[src/rtl/adt7420_pkg.sv]
// Shared types and step programs for the ADT7420 transaction scheduler.
// Contents: I2C engine opcode enum, scheduler state enum, step record and
// the CFG / RD step programs (returned by step_at), register pointers.
package adt7420_pkg;

   typedef enum logic [1:0] {
      OP_START = 2'd0,
      OP_WRITE = 2'd1,
      OP_READ  = 2'd2,
      OP_STOP  = 2'd3
   } i2c_op_t;

   typedef enum logic [2:0] {
      S_IDLE,
      S_ISSUE,
      S_WAIT_RSP,
      S_ABORT_ISSUE,
      S_ABORT_WAIT,
      S_DONE
   } sched_state_t;

   // Selects which byte a step places on cmd_data
   typedef enum logic [2:0] {
      SEL_ZERO,
      SEL_ADDR_W,
      SEL_ADDR_R,
      SEL_PTR_CFG,
      SEL_PTR_TEMP,
      SEL_CFG_VAL
   } data_sel_t;

   typedef struct packed {
      i2c_op_t   op;
      data_sel_t data_sel;
      logic      last;
   } step_t;

   localparam logic [7:0] PTR_CFG  = 8'h03;
   localparam logic [7:0] PTR_TEMP = 8'h00;

   // Index of the final step of each program
   localparam logic [2:0] CFG_LAST = 3'd4;
   localparam logic [2:0] RD_LAST  = 3'd7;

   function automatic step_t step_at(input logic is_rd, input logic [2:0] idx);
      step_t s;
      s = '{op: OP_STOP, data_sel: SEL_ZERO, last: 1'b0};
      if (is_rd) begin
         case (idx)
            3'd0:    s = '{op: OP_START, data_sel: SEL_ZERO,     last: 1'b0};
            3'd1:    s = '{op: OP_WRITE, data_sel: SEL_ADDR_W,   last: 1'b0};
            3'd2:    s = '{op: OP_WRITE, data_sel: SEL_PTR_TEMP, last: 1'b0};
            3'd3:    s = '{op: OP_START, data_sel: SEL_ZERO,     last: 1'b0};
            3'd4:    s = '{op: OP_WRITE, data_sel: SEL_ADDR_R,   last: 1'b0};
            3'd5:    s = '{op: OP_READ,  data_sel: SEL_ZERO,     last: 1'b0};
            3'd6:    s = '{op: OP_READ,  data_sel: SEL_ZERO,     last: 1'b1};
            default: s = '{op: OP_STOP,  data_sel: SEL_ZERO,     last: 1'b0};
         endcase
      end else begin
         case (idx)
            3'd0:    s = '{op: OP_START, data_sel: SEL_ZERO,     last: 1'b0};
            3'd1:    s = '{op: OP_WRITE, data_sel: SEL_ADDR_W,   last: 1'b0};
            3'd2:    s = '{op: OP_WRITE, data_sel: SEL_PTR_CFG,  last: 1'b0};
            3'd3:    s = '{op: OP_WRITE, data_sel: SEL_CFG_VAL,  last: 1'b0};
            default: s = '{op: OP_STOP,  data_sel: SEL_ZERO,     last: 1'b0};
         endcase
      end
      return s;
   endfunction

endpackage

[src/rtl/interval_timer.sv]
// Free-running interval timer.
// Ports: clk, rst_n (async, active-low), tick (high while the counter sits
// at TIME_TICK-1, i.e. one cycle in every TIME_TICK).
module interval_timer #(
   parameter int unsigned TIME_TICK = 100
) (
   input  logic clk,
   input  logic rst_n,
   output logic tick
);

   localparam int unsigned  CW   = (TIME_TICK > 1) ? $clog2(TIME_TICK) : 1;
   localparam logic [CW-1:0] LAST = CW'(TIME_TICK - 1);

   logic [CW-1:0] cnt;

   always_ff @(posedge clk or negedge rst_n) begin
      if (!rst_n)
         cnt <= '0;
      else if (cnt == LAST)
         cnt <= '0;
      else
         cnt <= cnt + 1'b1;
   end

   assign tick = (cnt == LAST);

endmodule

[src/rtl/adt7420_sched.sv]
// ADT7420 transaction scheduler on a byte-level I2C command engine.
// Writes the config register once after reset, then on every interval tick
// reads the 16-bit temperature and emits it on fix_temp. Slave NACKs on
// WRITE abort with a STOP and retry up to MAX_RETRY attempts.
// Ports: cmd_valid/ready/op/data/last - command to engine;
//        rsp_valid/data/nack - engine response;
//        fix_temp_tvalid/tdata - result stream; err, overrun - pulses;
//        busy - transaction in progress.
module adt7420_sched
   import adt7420_pkg::*;
#(
   parameter int unsigned INTERVAL  = 1000000000,
   parameter int unsigned CLK_PER   = 10,
   parameter logic [6:0]  I2C_ADDR  = 7'h4B,
   parameter logic [7:0]  CFG_VALUE = 8'h00,
   parameter int unsigned MAX_RETRY = 3
) (
   input  logic        clk,
   input  logic        rst_n,
   output logic        cmd_valid,
   input  logic        cmd_ready,
   output logic [1:0]  cmd_op,
   output logic [7:0]  cmd_data,
   output logic        cmd_last,
   input  logic        rsp_valid,
   input  logic [7:0]  rsp_data,
   input  logic        rsp_nack,
   output logic        fix_temp_tvalid,
   output logic [15:0] fix_temp_tdata,
   output logic        err,
   output logic        overrun,
   output logic        busy
);

   localparam int unsigned TIME_TICK   = INTERVAL / CLK_PER;
   localparam logic [7:0]  MAX_RETRY_B = 8'(MAX_RETRY);

   logic tick;

   interval_timer #(.TIME_TICK(TIME_TICK)) u_timer (
      .clk   (clk),
      .rst_n (rst_n),
      .tick  (tick)
   );

   sched_state_t state_q, state_d;
   logic [2:0]   step_q, step_d;
   logic [7:0]   retry_q, retry_d;
   logic [7:0]   msb_q, msb_d, lsb_q, lsb_d;
   logic         is_rd_q, is_rd_d;
   logic         cfg_done_q, cfg_done_d;
   logic         cfg_wait_q, cfg_wait_d;   // CFG gave up: hold off until next tick
   logic         pending_q, pending_d;
   logic         cmd_valid_d, cmd_last_d, tvalid_d, err_d, overrun_d;
   logic [1:0]   cmd_op_d;
   logic [7:0]   cmd_data_d;
   logic [15:0]  tdata_d;
   logic         rd_start;
   step_t        cur;
   logic [7:0]   cur_byte;
   logic [15:0]  raw;

   assign cur = step_at(is_rd_q, step_q);
   assign raw = {msb_q, lsb_q};

   always_comb begin
      cur_byte = '0;
      case (cur.data_sel)
         SEL_ADDR_W:   cur_byte = {I2C_ADDR, 1'b0};
         SEL_ADDR_R:   cur_byte = {I2C_ADDR, 1'b1};
         SEL_PTR_CFG:  cur_byte = PTR_CFG;
         SEL_PTR_TEMP: cur_byte = PTR_TEMP;
         SEL_CFG_VAL:  cur_byte = CFG_VALUE;
         default:      cur_byte = '0;
      endcase
   end

   always_comb begin
      state_d     = state_q;
      step_d      = step_q;
      retry_d     = retry_q;
      msb_d       = msb_q;
      lsb_d       = lsb_q;
      is_rd_d     = is_rd_q;
      cfg_done_d  = cfg_done_q;
      cfg_wait_d  = cfg_wait_q & ~tick;
      cmd_valid_d = 1'b0;
      cmd_op_d    = cmd_op;
      cmd_data_d  = cmd_data;
      cmd_last_d  = cmd_last;
      tvalid_d    = 1'b0;
      tdata_d     = fix_temp_tdata;
      err_d       = 1'b0;

      // A tick coinciding with the RD-start clear re-arms the flag
      rd_start  = (state_q == S_IDLE) && pending_q && cfg_done_q;
      pending_d = tick | (pending_q & ~rd_start);
      overrun_d = tick & pending_q & ~rd_start;

      case (state_q)
         S_IDLE: begin
            if (pending_q || (!cfg_done_q && !cfg_wait_q)) begin
               state_d = S_ISSUE;
               step_d  = '0;
               is_rd_d = cfg_done_q;
            end
         end
         S_ISSUE: begin
            // cmd_valid rises one cycle after entry so op/data are already stable
            cmd_op_d   = cur.op;
            cmd_data_d = cur_byte;
            cmd_last_d = cur.last;
            if (cmd_valid && cmd_ready)
               state_d = S_WAIT_RSP;
            else
               cmd_valid_d = 1'b1;
         end
         S_WAIT_RSP: begin
            if (rsp_valid) begin
               if (cur.op == OP_WRITE && rsp_nack) begin
                  state_d = S_ABORT_ISSUE;
               end else begin
                  if (cur.op == OP_READ) begin
                     if (cur.last) lsb_d = rsp_data;
                     else          msb_d = rsp_data;
                  end
                  if (step_q == (is_rd_q ? RD_LAST : CFG_LAST)) begin
                     state_d = S_DONE;
                  end else begin
                     step_d  = step_q + 3'd1;
                     state_d = S_ISSUE;
                  end
               end
            end
         end
         S_ABORT_ISSUE: begin
            cmd_op_d   = OP_STOP;
            cmd_data_d = '0;
            cmd_last_d = 1'b0;
            if (cmd_valid && cmd_ready)
               state_d = S_ABORT_WAIT;
            else
               cmd_valid_d = 1'b1;
         end
         S_ABORT_WAIT: begin
            if (rsp_valid) begin
               if (retry_q + 8'd1 < MAX_RETRY_B) begin
                  retry_d = retry_q + 8'd1;
                  step_d  = '0;
                  state_d = S_ISSUE;
               end else begin
                  err_d   = 1'b1;
                  retry_d = '0;
                  state_d = S_IDLE;
                  if (!is_rd_q) cfg_wait_d = 1'b1;
               end
            end
         end
         S_DONE: begin
            if (is_rd_q) begin
               tdata_d  = CFG_VALUE[7] ? raw : (raw >> 3);
               tvalid_d = 1'b1;
            end else begin
               cfg_done_d = 1'b1;
            end
            retry_d = '0;
            state_d = S_IDLE;
         end
         default: state_d = S_IDLE;
      endcase
   end

   always_ff @(posedge clk or negedge rst_n) begin
      if (!rst_n) begin
         state_q         <= S_IDLE;
         step_q          <= '0;
         retry_q         <= '0;
         msb_q           <= '0;
         lsb_q           <= '0;
         is_rd_q         <= 1'b0;
         cfg_done_q      <= 1'b0;
         cfg_wait_q      <= 1'b0;
         pending_q       <= 1'b0;
         cmd_valid       <= 1'b0;
         cmd_op          <= '0;
         cmd_data        <= '0;
         cmd_last        <= 1'b0;
         fix_temp_tvalid <= 1'b0;
         fix_temp_tdata  <= '0;
         err             <= 1'b0;
         overrun         <= 1'b0;
         busy            <= 1'b0;
      end else begin
         state_q         <= state_d;
         step_q          <= step_d;
         retry_q         <= retry_d;
         msb_q           <= msb_d;
         lsb_q           <= lsb_d;
         is_rd_q         <= is_rd_d;
         cfg_done_q      <= cfg_done_d;
         cfg_wait_q      <= cfg_wait_d;
         pending_q       <= pending_d;
         cmd_valid       <= cmd_valid_d;
         cmd_op          <= cmd_op_d;
         cmd_data        <= cmd_data_d;
         cmd_last        <= cmd_last_d;
         fix_temp_tvalid <= tvalid_d;
         fix_temp_tdata  <= tdata_d;
         err             <= err_d;
         overrun         <= overrun_d;
         busy            <= (state_d != S_IDLE);
      end
   end

endmodule

[config.mk]
export PLATFORM = sky130hd
export DESIGN_NAME = adt7420_sched
export DESIGN_NICKNAME = d
export VERILOG_FILES = /design/src/rtl/adt7420_pkg.sv /design/src/rtl/interval_timer.sv /design/src/rtl/adt7420_sched.sv
export SDC_FILE = /design/constraint.sdc
export NUM_CORES = 1
export LEC_CHECK = 0
export ABC_AREA = 1
export BUFFER_PORTS_ARGS = -buffer_cell sky130_fd_sc_hd__clkbuf_2
export CAP_MARGIN = 20
export CORE_MARGIN = 4
export CORE_UTILIZATION = 45
export CTS_BUF_LIST = sky130_fd_sc_hd__clkbuf_4 sky130_fd_sc_hd__clkbuf_8
export DETAILED_ROUTE_END_ITERATION = 10
export PLACE_DENSITY_LB_ADDON = 0.08
export SYNTH_ARGS = -nofsm -noshare
export SYNTH_HDL_FRONTEND = slang
export SYNTH_SLANG_ARGS = --single-unit
[constraint.sdc]
create_clock -name clk -period 1.75 [get_ports clk]
set_input_delay 0.175 -clock clk [delete_from_list [all_inputs] [get_ports clk]]
set_output_delay 0.175 -clock clk [all_outputs]
set_load 0.02 [all_outputs]
**After elaboration in Yosys (flattened, before gate mapping)**

Cells that the tools add are included.

- Register bits after elaboration: 90
- Bits of input ports: 13
- Output and inout port bits: 32
- Logic and storage cells: 119

- Add/subtract/negate cells: 3
- Order comparisons: 1
- Eq/ne operators: 24
- Muxes and demuxes: 39
- Bitwise operators: 10
- Reductions and logical operators: 23

Operator list:

| operator | number |
|---|---|
| 2-to-1 mux 3 bit | 13 |
| case mux 6 bit (6 select lines) | 1 |
| case mux 8 bit (2 select lines) | 2 |
| adder 27 x 1 -> 27 bit, second input constant | 1 |
| == test 27 bit, second input constant | 1 |
| 2-to-1 mux 27 bit | 1 |
| case mux 6 bit (4 select lines) | 1 |
| case mux 8 bit (3 select lines) | 1 |
| == test 3 x 2 -> 1 bit, second input constant | 6 |
| 2-to-1 mux 8 bit | 2 |
| == test 3 bit, second input constant | 5 |
| case mux 3 bit (5 select lines) | 1 |
| 2-to-1 mux 1 bit | 12 |
| inequality test 2 bit, second input constant | 5 |
| AND reduction 5 bit | 2 |
| == test 3 x 1 -> 1 bit, second input constant | 3 |
| case mux 3 bit (3 select lines) | 1 |
| adder 8 x 1 -> 8 bit, second input constant | 1 |
| less-than comparator 8 x 2 -> 1 bit, second input constant | 1 |
| AND reduction 2 bit | 4 |
| AND reduction 7 bit | 1 |
| logical NOT 3 bit | 2 |
| 2-to-1 mux 6 bit | 1 |
| nonzero test 3 bit | 2 |
| other kinds (16) | 30 |

**Longest topological paths before layout**

Gate-level depths: netlist of the first run.

- Depth after elaboration: 10
- Gate-level depth with buffers: 14

**Hierarchy**

Synthesis of the first run repeated with hierarchy kept, for this count alone.

- Cells, all modules: 556
- Area, all modules: 4286.6 um^2

By module, submodules not included:

| module | times used | cells an instance | area each (um^2) | seq. area each (um^2) |
|---|---|---|---|---|
| adt7420_sched | 1 | 326 | 2683.8 | 1376.3 |
| interval_timer | 1 | 230 | 1602.8 | 675.6 |

**Least setup slack after synthesis of the first run**

Ideal clock, no wire load.

- Path type: reg-to-reg
- Start: reg step_q[0]
- End: reg msb_q[0]
- Setup time: 116 ps
- Data arrival time: 1702 ps
- Path slack: -68 ps
- Stages on the path, launching flop included: 13
- Buffers on the path: 0
- Clock period less this slack: 1818 ps
- Path through: dfrtp_1 -> ha_1 -> ha_1 -> nor2_1 -> nand3_1 -> nand2_1 -> nor2_1 -> nand3_1 -> nand2_2 -> nor2_4 -> inv_2 -> nand2_1 -> nand2_1

- Word-level cells in the longest chain between the ends: 8
- Elaborated cells on any way between the ends: 17
- Those cells by class: eq/ne: 8; mux: 3; bitwise: 2; reduce/logical: 4

RTL lines:

| what | RTL line | text |
|---|---|---|
| start, declared | adt7420_sched.sv:47 | `logic [2:0] step_q, step_d;` |
| start signal, assigned | adt7420_sched.sv:195 | `step_q <= step_d;` |
| == test 3 x 2 -> 1 bit or logical NOT 3 bit (tied branches) | adt7420_pkg.sv:49, adt7420_pkg.sv:60 |  |
| OR reduction 2 bit (no source line) | n/a |  |
| case mux 6 bit (6 select lines) | adt7420_pkg.sv:49 | `case (idx)` |
| 2-to-1 mux 6 bit (*) | adt7420_pkg.sv:48 | `if (is_rd) begin` |
| == test 2 x 1 -> 1 bit | adt7420_sched.sv:120 | `if (cur.op == OP_WRITE && rsp_nack) begin` |
| logical AND 1 bit | adt7420_sched.sv:120 |  |
| NOT 1 bit (no source line) | n/a |  |
| AND reduction 5 bit (no source line) (*) | n/a |  |
| end signal, assigned | adt7420_sched.sv:197 | `msb_q <= msb_d;` |
| end, declared | adt7420_sched.sv:49 | `logic [7:0] msb_q, msb_d, lsb_q, lsb_d;` |

Mark *: on every way between the ends. The rest lies on a longest branch, timed or not.
A chain may end at the register's enable or synchronous reset.

**Final worst setup path of the first run**

- Start: reg step_q[1]
- End: reg msb_q[5]

Same word-level chain as after synthesis.

==> reports/qor_table.md, run 1 <==
| Quantity | Value |
| --- | --- |
| Critical-path maximum fanout | 8 |
| Mux contribution to synthesized area | 0.03484 |
| Status | finished, violations left |
| Sequential Power Share | 0.557 |
| Via count | 3,394 |
| Post-synthesis cell type count | 33 |
| GRT Resource Usage Total | 0.1719 |
| Share of the clock period used by the worst path after layout | 1.055 |
| Instance count of the mapped netlist | 497 |
| Setup slack after layout | -0.09600 ns |
| Power density over the cells | 673.5 nW/um^2 |
| Final-layout setup total negative slack | -1.005 ns |
| Buffers added on ports | 38 |
| Post-layout instance area | 5089 sq um |
| Buffer type at the clock tree root | clkbuf_8 |
| Maximum number of pins on one net before global-route repair | 36 |
| Sink Count | 82 |
| Sum of met3 wire segment lengths after detailed routing | 317 um |
| Final net count | 596 |
| Reported max-cap violation count | 0 |
| Final-report max-slew violation count | 0 |
| Global-route wire length before repair | 15.58 mm |
| Xor/xnor share of the synthesized area | 0.05003 |
| Highest Clock Rate | 541.7 MHz |
| Diode insertion count for antenna repair | 0 |
| Setup slack at placement | -0.1482 ns |
| Synthesized area per cell | 8.454 sq um |
| Sequential cell area | 2056 sq um |
| Layout cells sized above 1 | 0.2556 |
| Initial cell density of the core | 0.4726 |
| Nature of the critical path endpoint | register |
| Post-detailed-route wirelength per cell | 12.92 um |
| DP Wirelength | 6.689 mm |
| Filler cell count | 837 |
| Skew-Pair Late Insertion Delay | 0.35 ns |
| Required time of the critical path | 1.99 ns |
| Synth area leaders | dfrtp_1 49%, nand2_1 12%, inv_1 5.4% |
| Clock tree from TritonCTS | done |
| Data arrival time at the worst-slack endpoint | 2.09 ns |
| WL met1 | 4.302 mm |
| Die Height | 104.6 um |
| Highest layer used for signal routing | met4 |
| Maximum level of the CTS H-tree | 3 |
| Wire length after detailed routing | 8.875 mm |
| Top cells by count, synth | 131 x nand2_1, 82 x dfrtp_1, 61 x inv_1 |
| Violations in the final reports | negative setup slack |
| Sequential fraction of the synthesis area | 0.4884 |
| P_sw | 0.8213 mW |
| Floorplan Core Area | 8891 sq um |
| Area share of fa/ha/maj cells after synthesis | 0.02680 |
| Synthesis-stage register bit count | 82 |
| Cell Area, Placed | 4703 sq um |
| Power, Total | 3.427 mW |
| Routed length on met2 | 4.165 mm |
| Number of design-rule violations left by the first detailed-router iteration | 146 |
| Global placer's final weighted congestion | 0.9247 |
| Area leader, netlist | dfrtp_1 |
| Row count | 34 |
| Number of antenna violations at the first check in global routing | 0 |
| Async S/R FF share, synth | 1.000 |
| Clock transition at the register clock pins on the worst setup and hold paths after CTS | 0.09 ns |
| 1st-pass router iterations | 5 |
| Die Wd | 104.6 um |
| Clock skew after layout | 0.01100 ns |
| Critical Path Source Type | register |
| Maximum buffer depth of the clock tree | 2 |
| Number of global-route vias before repair | 3,326 |
| Number of nets with antenna violations after detailed routing | 0 |
| Share of power burned in the clock network | 0.414 |
| Overall overflow remaining after global route | 0 |
| Num CTS Buffers | 9 |
| Routed via count divided by cell count | 4.940 |
| Area of the die | 10,950 sq um |
| Layout Area Growth over Synthesis | 21.11% |
| Portion of total power attributed to combinational logic | 0.029 |
| Complex-gate fraction of the synthesized area | 0.02859 |
| Area of combinational cells with multiple inputs | 1921 sq um |
| Number of synthesized flops with an enable pin | 0 |
| Number of warning messages in the yosys log | 0 |
| Leakage Power | 2.689 nW |
| Top-count cell post-synth | nand2_1 |
| Cell Area, Synth | 4202 sq um |
| Kind of critical path | reg -> reg |
| Main combinational cell family by area after synthesis | simple AND/OR/NAND/NOR gates |
| Peak ir drop on the vdd network | 0.0003885 V |
| Final hold violation count | 0 |
| Post-synth top flop | dfrtp_1 |
| Top-Level Pins | 45 |
| Final count of negative-setup-slack endpoints | 16 |
| Yosys top cell area share | 0.4884 |
| Internal power consumption | 2.606 mW |
| Area share of and/or/nand/nor cells after synthesis | 0.2847 |
| Worst min-delay path category | in -> reg |
| RSZ-0062 raised after global routing | true |
| Proportion of total power due to net switching | 0.2396 |
| Remaining design rule violation count | 0 |
| Post-route minimum period | 1.846 ns |
==> per-stage QoR <==
step	std cells	util	hold WS (ns)
floorplan	502	-	-0.1206
CTS	684	0.5637	0.03172
finish	687	0.5723	0.04339
global placement	663	0.5290	0.1702
global route	687	0.5723	0.03987
detailed placement	663	0.5290	0.1715
==> repair_timing <==
item	4_1_cts	5_1_grt
setup endpoints to repair	18	29
setup buffers	2	3
resized for setup	20	15
pin swaps	10	11
endpoints found under the hold margin	34	0
hold buffers	3	0
==> power by group through the flow <==
stage	Sequential, mW	Combinational (mW)	Clock (mW)
after floorplan	1.94	0.0346	0
after global placement	1.95	0.0949	0
after detailed placement	1.94	0.0960	0
after CTS	1.91	0.102	1.47
after global routing	1.91	0.115	1.56
final	1.91	0.0995	1.42
==> cells by family after synthesis <==
group           Yosys count
simple gates            267
flops                    82
buf+inv                  82
xor+xnor                 24
compound gates           19
mux                      13
fa+ha+maj                 9
other cells               1
==> final timing paths <==
kind | start | endpoint | slack [ns] | cells past startpoint
setup / recovery | step_q[1]$_DFFE_PN0P_ | msb_q[5]$_DFFE_PN0P_ | -0.1 | 11
hold / removal | rsp_data[1] | msb_q[1]$_DFFE_PN0P_ | 0.04 | 3
setup reg to reg | step_q[1]$_DFFE_PN0P_ | msb_q[5]$_DFFE_PN0P_ | -0.1 | 11
hold reg to reg | lsb_q[5]$_DFFE_PN0P_ | lsb_q[5]$_DFFE_PN0P_ | 0.47 | 2
max in group asynchronous | rst_n | u_timer.cnt[3]$_DFF_PN0_ | 0.89 | 3
min in group asynchronous | rst_n | retry_q[2]$_DFFE_PN0P_ | 0.32 | 2
==> metal layers <==
metal,GRT usage,vias up
met5,0,-
met4,0.04499,0
met3,0.04069,5
met2,0.2768,59
met1,0.2352,1622
li1,-,1708
==> worst max-delay path, stage by stage, from the launching register on <==
cell	delay, ns
dfrtp_2	0.45
inv_2	0.07
ha_2	0.20
buf_4	0.15
nand2_2	0.08
nand4_1	0.16
nand2_1	0.13
nand3_2	0.10
nor2_4	0.20
inv_4	0.08
nand2_1	0.06
nand2_1	0.05
==> registers in the layout, indices dropped and copies added, names as in the netlist, 2 cells and up <==
| signal | count |
|---|---|
| lsb_q | 5 |
| state_q | 3 |
| retry_q | 8 |
| cmd_op | 2 |
| msb_q | 8 |
| u_timer.cnt | 27 |
| step_q | 3 |
| cmd_data | 3 |
| fix_temp_tdata | 13 |
==> cell type report <==
cell class              instances  share of cell area
well taps                     108             0.02656
flip-flops and latches         82              0.4040
clock buffers                   9             0.02434
inverters                      70             0.05213
repair buffers                 73              0.1006
clock inverters                 7             0.01500
multi-input cells             338              0.3774
==> cell usage in the layout (no fill, tap or decap), types with 9 or more instances in the layout <==
master and count:
nor2_1 54, clkbuf_2 37, clkbuf_8 9, inv_1 58, nand4_1 13, nor3_1 13
nand3_1 28, nand2_1 126, buf_4 27, dfrtp_1 79, inv_2 11, xor2_1 21
No activity file was read; power rests on OpenSTA's default activity.
==> run 2, diff against run 1 <==
--- a/config.mk
+++ b/config.mk
@@ -12,6 +12,7 @@
 export CORE_UTILIZATION = 45
 export CTS_BUF_LIST = sky130_fd_sc_hd__clkbuf_4 sky130_fd_sc_hd__clkbuf_8
 export DETAILED_ROUTE_END_ITERATION = 10
+export GPL_ROUTABILITY_DRIVEN = 0
 export PLACE_DENSITY_LB_ADDON = 0.08
 export SYNTH_ARGS = -nofsm -noshare
 export SYNTH_HDL_FRONTEND = slang
==> constraint.sdc (replaced) <==
create_clock -name clk -period 1.75 [get_ports clk]
set_input_delay 0.525 -clock clk [delete_from_list [all_inputs] [get_ports clk]]
set_output_delay 0.525 -clock clk [all_outputs]
set_load 0.02 [all_outputs]
==> run 2 against run 1 <==
Via count decreased by 0.18%. Routed wire length increased by 4.8%. Clock power about the same. Final cell count increased by 0.73%. Critical endpoint is now msb_q[4]$_DFFE_PN0P_. Core utilization increased by 1.8 points. Count of clock-buffer cells in the layout unchanged. Setup slack got worse by 0.033 ns. Flip-flop and latch count unchanged. Maximum frequency decreased by 1.8%. The run still ends with negative setup slack left. Largest cell class unchanged. Combinational power about the same.
==> reports/qor_table.md, run 2 (synthesized netlist as in run 1, its figures left out) <==
| Quantity | Value | Change |
| --- | --- | --- |
| Highest Clock Rate | 532.2 MHz | was 541.7 MHz |
| Final count of negative-setup-slack endpoints | 18 | was 16 |
| Initial cell density of the core | 0.4726 | unchanged |
| Skew-Pair Late Insertion Delay | 0.37 ns | was 0.35 ns |
| Buffer type at the clock tree root | clkbuf_8 | unchanged |
| Final-layout setup total negative slack | -1.801 ns | was -1.005 ns |
| Post-detailed-route wirelength per cell | 13.44 um | was 12.92 um |
| Status | finished, violations left | unchanged |
| Die Wd | 104.6 um | unchanged |
| Required time of the critical path | 2.01 ns | was 1.99 ns |
| Leading cell types in the layout, fill and taps excluded | 110 x nand2_1, 79 x dfrtp_1, 57 x inv_1 | was 126 x nand2_1, 79 x dfrtp_1, 58 x inv_1 |
| Overall overflow remaining after global route | 0 | unchanged |
| Sink Count | 82 | unchanged |
| Row count | 34 | unchanged |
| Number of antenna violations at the first check in global routing | 0 | unchanged |
| Reported max-cap violation count | 0 | unchanged |
| Data arrival time at the worst-slack endpoint | 2.14 ns | was 2.09 ns |
| Power density over the cells | 646.5 nW/um^2 | was 673.5 nW/um^2 |
| DP Wirelength | 6.916 mm | was 6.689 mm |
| Num CTS Buffers | 9 | unchanged |
| Buffers added on ports | 38 | unchanged |
| Number of nets with antenna violations after detailed routing | 0 | unchanged |
| Clock skew after layout | 0.01540 ns | was 0.01100 ns |
| Sequential Power Share | 0.562 | was 0.557 |
| Leakage Power | 2.749 nW | was 2.689 nW |
| P_sw | 0.9034 mW | was 0.8213 mW |
| Nature of the critical path endpoint | register | unchanged |
| Violations in the final reports | negative setup slack | unchanged |
| Post-route minimum period | 1.879 ns | was 1.846 ns |
| Layout cells sized above 1 | 0.2997 | was 0.2556 |
| Critical-path maximum fanout | 4 | was 8 |
| Floorplan Core Area | 8891 sq um | unchanged |
| Number of global-route vias before repair | 3,507 | was 3,326 |
| Reg with most FFs | u_timer.cnt | unchanged |
| Power, Total | 3.394 mW | was 3.427 mW |
| Global-route wire length before repair | 16.25 mm | was 15.58 mm |
| Share of the clock period used by the worst path after layout | 1.074 | was 1.055 |
| RSZ-0062 raised after global routing | true | unchanged |
| GRT Resource Usage Total | 0.1807 | was 0.1719 |
| Layout Area Growth over Synthesis | 24.96% | was 21.11% |
| Remaining design rule violation count | 0 | unchanged |
| Via count | 3,388 | was 3,394 |
| Diode insertion count for antenna repair | 0 | unchanged |
| Number of design-rule violations left by the first detailed-router iteration | 122 | was 146 |
| Max reg flops | 27 | unchanged |
| 1st-pass router iterations | 4 | was 5 |
| Portion of total power attributed to combinational logic | 0.029 | about the same |
| Largest registers | u_timer.cnt: 27 flops, fix_temp_tdata: 13 flops | unchanged |
| Critical Path Source Type | register | unchanged |
| Kind of critical path | reg -> reg | unchanged |
| Internal power consumption | 2.491 mW | was 2.606 mW |
| Most frequent standard cell in the layout excluding fill and tap cells | nand2_1 | unchanged |
| Worst min-delay path category | in -> async | was in -> reg |
| Maximum buffer depth of the clock tree | 2 | unchanged |
| Maximum level of the CTS H-tree | 3 | unchanged |
| Clock tree from TritonCTS | done | unchanged |
| Top-Level Pins | 45 | unchanged |
| Die Height | 104.6 um | unchanged |
| Clock transition at the register clock pins on the worst setup and hold paths after CTS | 0.11 ns | was 0.09 ns |
| Peak ir drop on the vdd network | 0.0005202 V | was 0.0003885 V |
| Number of hold buffers added after CTS | 0 | was 3 |
| Area of the die | 10,950 sq um | unchanged |
| Final hold violation count | 0 | unchanged |
| Final net count | 601 | was 596 |
| Routed via count divided by cell count | 4.896 | was 4.940 |
| Share of power burned in the clock network | 0.409 | was 0.414 |
| Final-report max-slew violation count | 0 | unchanged |
| Worst reg-to-reg path cell count | 13 | was 11 |
| Wire length after detailed routing | 9.303 mm | was 8.875 mm |
| Worst hold slack across all endpoints | 0.04031 ns | was 0.04339 ns |
| Proportion of total power due to net switching | 0.2662 | was 0.2396 |
| Maximum number of pins on one net before global-route repair | 24 | was 36 |
| Setup slack after layout | -0.1290 ns | was -0.09600 ns |
==> run 2: cell type report <==
type | count | area (sq um)
inverters | 70 | 270.3
clock buffers | 9 | 123.9
fillers | 812 | 3641
well taps | 108 | 135.1
flip-flops and latches | 82 | 2056
multi-input cells | 338 | 2028
clock inverters | 7 | 72.57
repair buffers | 78 | 564.3
==> run 2: power by group through the flow <==
stage | clock (mW) | combinational, mW | sequential (mW)
floorplan | 0 | 0.0346 | 1.94
global placement | 0 | 0.0965 | 1.95
detailed placement | 0 | 0.0977 | 1.94
CTS | 1.44 | 0.0987 | 1.91
global route | 1.53 | 0.114 | 1.91
finish | 1.39 | 0.0994 | 1.91
==> run 2: worst max-delay path, stage by stage (launching register included) <==
cell and delay [ns]:
dfrtp_2 0.47, buf_6 0.14, ha_4 0.17, nor2_4 0.14
nand2_2 0.06, nand2_2 0.09, nand2_4 0.07, nor2_4 0.13
nand3_4 0.10, nand2_4 0.11, nor2_4 0.07, buf_6 0.12
nand2_2 0.04, nand2_1 0.04
==> run 2: metal layers <==
layer  GRT usage  vias up  part of all wire
li1            -     1722                 -
met1      0.2427     1597              0.48
met2      0.2924       54              0.47
met3     0.03699       15             0.034
met4     0.06373        0             0.016
met5           0        -                 0
==> run 2: metrics by stage <==
step / area, sq um / utilization / cells / worst slack [ns]
floorplan: 4233 / - / 502 / 0.00003930
detailed placement: 4741 / 0.5332 / 668 / -0.1095
CTS: 5082 / 0.5716 / 686 / -0.08431
global route: 5250 / 0.5905 / 692 / -0.2478
finish: 5250 / 0.5905 / 692 / -0.1290
global placement: 4741 / 0.5332 / 668 / -0.04440
==> run 2: what timing repair did <==
| action | CTS | global route |
|---|---|---|
| buffers inserted | 2 | 6 |
| setup endpoints to repair | 18 | 31 |
| gates cloned | 0 | 0 |
| pin swaps | 18 | 25 |
| resized for setup | 31 | 39 |
==> run 2: worst paths after layout <==
path / from / to / slack, ns
max: step_q[1]$_DFFE_PN0P_ / msb_q[4]$_DFFE_PN0P_ / -0.13
min reg2reg: msb_q[0]$_DFFE_PN0P_ / msb_q[0]$_DFFE_PN0P_ / 0.48
max reg2reg: step_q[1]$_DFFE_PN0P_ / msb_q[4]$_DFFE_PN0P_ / -0.13
max in group asynchronous: rst_n / step_q[0]$_DFFE_PN0P_ / 1.24
min in group clk: rsp_data[1] / msb_q[1]$_DFFE_PN0P_ / 0.36
min: rst_n / cfg_done_q$_DFFE_PN0P_ / 0.04
==> run 3, diff against run 2 <==
--- a/config.mk
+++ b/config.mk
@@ -8,7 +8,7 @@
 export ABC_AREA = 1
 export BUFFER_PORTS_ARGS = -buffer_cell sky130_fd_sc_hd__clkbuf_2
 export CAP_MARGIN = 20
-export CORE_MARGIN = 4
+export CORE_MARGIN = 1.5
 export CORE_UTILIZATION = 45
 export CTS_BUF_LIST = sky130_fd_sc_hd__clkbuf_4 sky130_fd_sc_hd__clkbuf_8
 export DETAILED_ROUTE_END_ITERATION = 10
@@ -16,4 +16,5 @@
 export PLACE_DENSITY_LB_ADDON = 0.08
 export SYNTH_ARGS = -nofsm -noshare
 export SYNTH_HDL_FRONTEND = slang
+export SYNTH_HIERARCHICAL = 1
 export SYNTH_SLANG_ARGS = --single-unit
==> run 3 against run 2 <==
The flow still finishes with violations (negative setup slack). Core utilization down 2.3 points. Highest routed layer unchanged. Non-clock buffer count is 14 lower. Hold slack better by 0.34 ns. Routed wire length down 1.8%. Final cell count grew 10%. Cell area barely moved. Power increased by 42%.
==> reports/qor_table.md, run 3 <==
| Quantity | Value | Change |
| --- | --- | --- |
| Critical Path Source Type | register | unchanged |
| Filler cell count | 857 | was 812 |
| Share of power burned in the clock network | 0.329 | was 0.409 |
| Post-detailed-route wirelength per cell | 11.98 um | was 13.44 um |
| Sequential Power Share | 0.432 | was 0.562 |
| Post-synthesis cell type count | 38 | was 33 |
| Most frequent standard cell in the layout excluding fill and tap cells | nand2_1 | unchanged |
| Power density over the cells | 915.8 nW/um^2 | was 646.5 nW/um^2 |
| Sequential fraction of the synthesis area | 0.4787 | was 0.4884 |
| Max reg flops | 27 | unchanged |
| Longest individual stage delay on the worst path | 0.47 ns | about the same |
| Clock transition at the register clock pins on the worst setup and hold paths after CTS | 0.10 ns | was 0.11 ns |
| Leading cell types in the layout, fill and taps excluded | 169 x nand2_1, 89 x nor2_1, 80 x dfrtp_1 | was 110 x nand2_1, 79 x dfrtp_1, 57 x inv_1 |
| Status | finished, violations left | unchanged |
| Number of antenna violations at the first check in global routing | 0 | unchanged |
| Buffers added on ports | 38 | unchanged |
| Final-report max-slew violation count | 0 | unchanged |
| Worst reg-to-reg setup slack | -0.18 ns | was -0.13 ns |
| Total placed cells including tap cells | 738 | was 668 |
| Number of nets with antenna violations after detailed routing | 0 | unchanged |
| Number of synthesized flops with an enable pin | 0 | unchanged |
| Yosys top cell area share | 0.4787 | was 0.4884 |
| Worst reg-to-reg path cell count | 12 | was 13 |
| Diode insertion count for antenna repair | 0 | unchanged |
| Clock tree from TritonCTS | done | unchanged |
| Synthesized area per cell | 7.710 sq um | was 8.454 sq um |
| Leakage Power | 2.657 nW | was 2.749 nW |
| Power, Total | 4.803 mW | was 3.394 mW |
| Synthesis-stage register bit count | 82 | unchanged |
| Maximum level of the CTS H-tree | 3 | unchanged |
| Top cells by count, synth | 176 x nand2_1, 93 x nor2_1, 82 x dfrtp_1 | was 131 x nand2_1, 82 x dfrtp_1, 61 x inv_1 |
| Initial cell density of the core | 0.4639 | was 0.4726 |
| Row count | 35 | was 34 |
| Final hold violation count | 0 | unchanged |
| Worst min-delay path category | in -> reg | was in -> async |
| Top-count cell post-synth | nand2_1 | unchanged |
| Die Height | 100.6 um | was 104.6 um |
| Layout Area Growth over Synthesis | 22.36% | was 24.96% |
| Reported max-cap violation count | 0 | unchanged |
| Filler-free cell count of the finished design | 763 | was 692 |
| Origin of the worst setup path | step_q[0]$_DFFE_PN0P_ | was step_q[1]$_DFFE_PN0P_ |
| Internal power consumption | 3.265 mW | was 2.491 mW |
| Buffer type at the clock tree root | clkbuf_8 | unchanged |
| Capturing instance or port of the critical path | busy$_DFF_PN0_ | was msb_q[4]$_DFFE_PN0P_ |
| Maximum number of pins on one net before global-route repair | 47 | was 24 |
| GRT Resource Usage Total | 0.1916 | was 0.1807 |
| Top-Level Pins | 45 | unchanged |
| DP Wirelength | 6.502 mm | was 6.916 mm |
| Clock skew after layout | 0.01441 ns | was 0.01540 ns |
| Sink Count | 82 | unchanged |
| 1st-pass router iterations | 4 | unchanged |
| Die Wd | 100.6 um | was 104.6 um |
| Slowest-stage cell, CP | dfrtp_2 | unchanged |
| Nature of the critical path endpoint | register | unchanged |
| Portion of total power attributed to combinational logic | 0.239 | was 0.029 |
| Number of global-route vias before repair | 3,283 | was 3,507 |
| Num CTS Buffers | 9 | unchanged |
| Highest Clock Rate | 518.0 MHz | was 532.2 MHz |
| Worst hold slack across all endpoints | 0.3767 ns | was 0.04031 ns |
| Async S/R FF share, synth | 1.000 | unchanged |
| Maximum buffer depth of the clock tree | 2 | unchanged |
| Buffers plus inverters on the worst setup path | 3 | was 2 |
| Setup slack after layout | -0.1806 ns | was -0.1290 ns |
| Final count of negative-setup-slack endpoints | 20 | was 18 |
| Post-route minimum period | 1.931 ns | was 1.879 ns |
| Critical-path maximum fanout | 6 | was 4 |
| Post-synth top flop | dfrtp_1 | unchanged |
| Cell Area, Synth | 4287 sq um | was 4202 sq um |
| Via count | 3,550 | was 3,388 |
| Number of warning messages in the yosys log | 6 | was 0 |
| Area leader, netlist | dfrtp_1 | unchanged |
| Endpoint of the lowest-slack register-to-register path | busy$_DFF_PN0_ | was msb_q[4]$_DFFE_PN0P_ |
| RSZ-0062 raised after global routing | true | unchanged |
| Share of the clock period used by the worst path after layout | 1.103 | was 1.074 |
| Violations in the final reports | negative setup slack | unchanged |
| Proportion of total power due to net switching | 0.3203 | was 0.2662 |
| Skew-Pair Late Insertion Delay | 0.35 ns | was 0.37 ns |
| Floorplan Core Area | 9240 sq um | was 8891 sq um |
| Setup slack at placement | -0.1285 ns | was -0.1095 ns |
| Final net count | 650 | was 601 |
| Kind of critical path | reg -> reg | unchanged |
| CP cell instances | ha_4, ha_4, inv_2, nand2_2, nor3_1, inv_1, nand2_4, nand2_4, nand2_8, o21ai_1, inv_1, nand2_1 | was buf_6, ha_4, nor2_4, nand2_2, nand2_2, nand2_4, nor2_4, nand3_4, nand2_4, nor2_4, buf_6, nand2_2, nand2_1 |
| Data arrival time at the worst-slack endpoint | 2.17 ns | was 2.14 ns |
| Source of the worst register-to-register timing path | step_q[0]$_DFFE_PN0P_ | was step_q[1]$_DFFE_PN0P_ |
| Routed via count divided by cell count | 4.653 | was 4.896 |
| Layout cells sized above 1 | 0.2303 | was 0.2997 |
| Wire length after detailed routing | 9.138 mm | was 9.303 mm |
| Peak ir drop on the vdd network | 0.0005270 V | was 0.0005202 V |
| Synth area leaders | dfrtp_1 48%, nand2_1 15%, nor2_1 8.1% | was dfrtp_1 49%, nand2_1 12%, inv_1 5.4% |
| Largest registers | u_timer/cnt: 27 flops, fix_temp_tdata: 13 flops | was u_timer.cnt: 27 flops, fix_temp_tdata: 13 flops |
| Area of the die | 10,120 sq um | was 10,950 sq um |
| Required time of the critical path | 1.99 ns | was 2.01 ns |
| Cell family with most CP delay | simple AND/OR/NAND/NOR gates | unchanged |
| Reg with most FFs | u_timer/cnt | was u_timer.cnt |
| Global-route wire length before repair | 15.27 mm | was 16.25 mm |
| Total number of cells along the worst setup path | 12 | was 13 |
| Number of design-rule violations left by the first detailed-router iteration | 100 | was 122 |
| Overall overflow remaining after global route | 0 | unchanged |
| Instance count of the mapped netlist | 556 | was 497 |
| Post-layout instance area | 5245 sq um | was 5250 sq um |
| Remaining design rule violation count | 0 | unchanged |
| P_sw | 1.538 mW | was 0.9034 mW |
| Cell Area, Placed | 4760 sq um | was 4741 sq um |
==> run 3: cell count changes after synthesis, sizes merged, moves of 7 or more <==
| cell | previous run | this run |
|---|---|---|
| nor2 | 64 | 104 |
| mux2 | 13 | 0 |
| a21oi | 3 | 13 |
| nor3 | 18 | 5 |
| xor2 | 21 | 7 |
| nand2 | 135 | 186 |
| nand4 | 14 | 6 |
| nand3 | 33 | 26 |
| o21ai | 6 | 23 |
==> run 3: cell families (layout without fill, tap and decap cells) <==
| group | count (synthesis) | in the layout | share of synthesized area |
|---|---|---|---|
| XOR/XNOR | 10 | 10 | 0.02043 |
| adder cells (fa/ha/maj) | 8 | 8 | 0.02335 |
| buffers and inverters | 80 | 151 | 0.07968 |
| AO/OA/AOI/OAI | 44 | 44 | 0.05750 |
| AND/OR/NAND/NOR | 331 | 333 | 0.3395 |
| flip-flops | 82 | 82 | 0.4787 |
| other | 1 | 6 | 0.0008748 |
==> run 3: how the worst min path moves through the flow <==
stage                      from                        end  slack (ns)  cells after the start
floorplan                 rst_n             busy$_DFF_PN0_        0.23                      0
global placement          rst_n  u_timer/cnt[20]$_DFF_PN0_        0.34                      1
detailed placement        rst_n  u_timer/cnt[20]$_DFF_PN0_        0.34                      1
CTS                 rsp_data[2]       msb_q[2]$_DFFE_PN0P_        0.36                      3
global route        rsp_data[0]       msb_q[0]$_DFFE_PN0P_        0.35                      3
finish              rsp_data[2]       msb_q[2]$_DFFE_PN0P_        0.38                      3
==> run 3: worst register-to-register path, stage by stage, from the launching register on <==
cell,delay [ns]
dfrtp_2,0.47
ha_4,0.19
ha_4,0.17
inv_2,0.07
nand2_2,0.06
nor3_1,0.17
inv_1,0.10
nand2_4,0.12
nand2_4,0.07
nand2_8,0.14
o21ai_1,0.12
inv_1,0.07
nand2_1,0.05
==> run 3: power groups by stage <==
stage / sequential [mW] / combinational (mW) / clock, mW
CTS: 2.06 / 1.04 / 1.63
detailed placement: 2.10 / 0.888 / 0
floorplan: 2.17 / 0.520 / 0
global route: 2.09 / 1.25 / 1.72
finish: 2.07 / 1.15 / 1.58
global placement: 2.10 / 0.876 / 0
==> run 3: what timing repair did <==
item                                    in CTS  in global routing
endpoints found under the hold margin        3                  0
setup buffers                                1                  5
gates cloned                                 2                  0
pin swaps                                   10                  5
gates resized for setup                     22                 23
endpoints found under the setup margin      17                 23
hold buffers                                 1                  0
==> run 3: layout make-up <==
| class | count | area [sq um] | area share |
|---|---|---|---|
| inverter | 71 | 277.8 | 0.05296 |
| sequential | 82 | 2054 | 0.3917 |
| timing repair buffer | 64 | 419.2 | 0.07991 |
| clock inverter | 7 | 106.4 | 0.02028 |
| multi-input combinational | 401 | 2102 | 0.4008 |
| clock buffer | 9 | 123.9 | 0.02362 |
| tap | 129 | 161.4 | 0.03077 |
==> run 3: routing by layer <==
metal  up-vias  global-route usage  part of all wire
met2        48              0.3103              0.48
met1      1644              0.2615              0.48
met5         -                   0                 0
li1       1850                   -                 -
met4         0             0.05634             0.011
met3         8             0.03745             0.025
==> run 3: per-stage QoR <==
stage / util / setup TNS (ns)
after floorplan: - / 0
after global placement: 0.5151 / -0.9337
after detailed placement: 0.5151 / -1.873
after CTS: 0.5534 / -1.040
after global routing: 0.5676 / -5.240
final: 0.5676 / -2.506
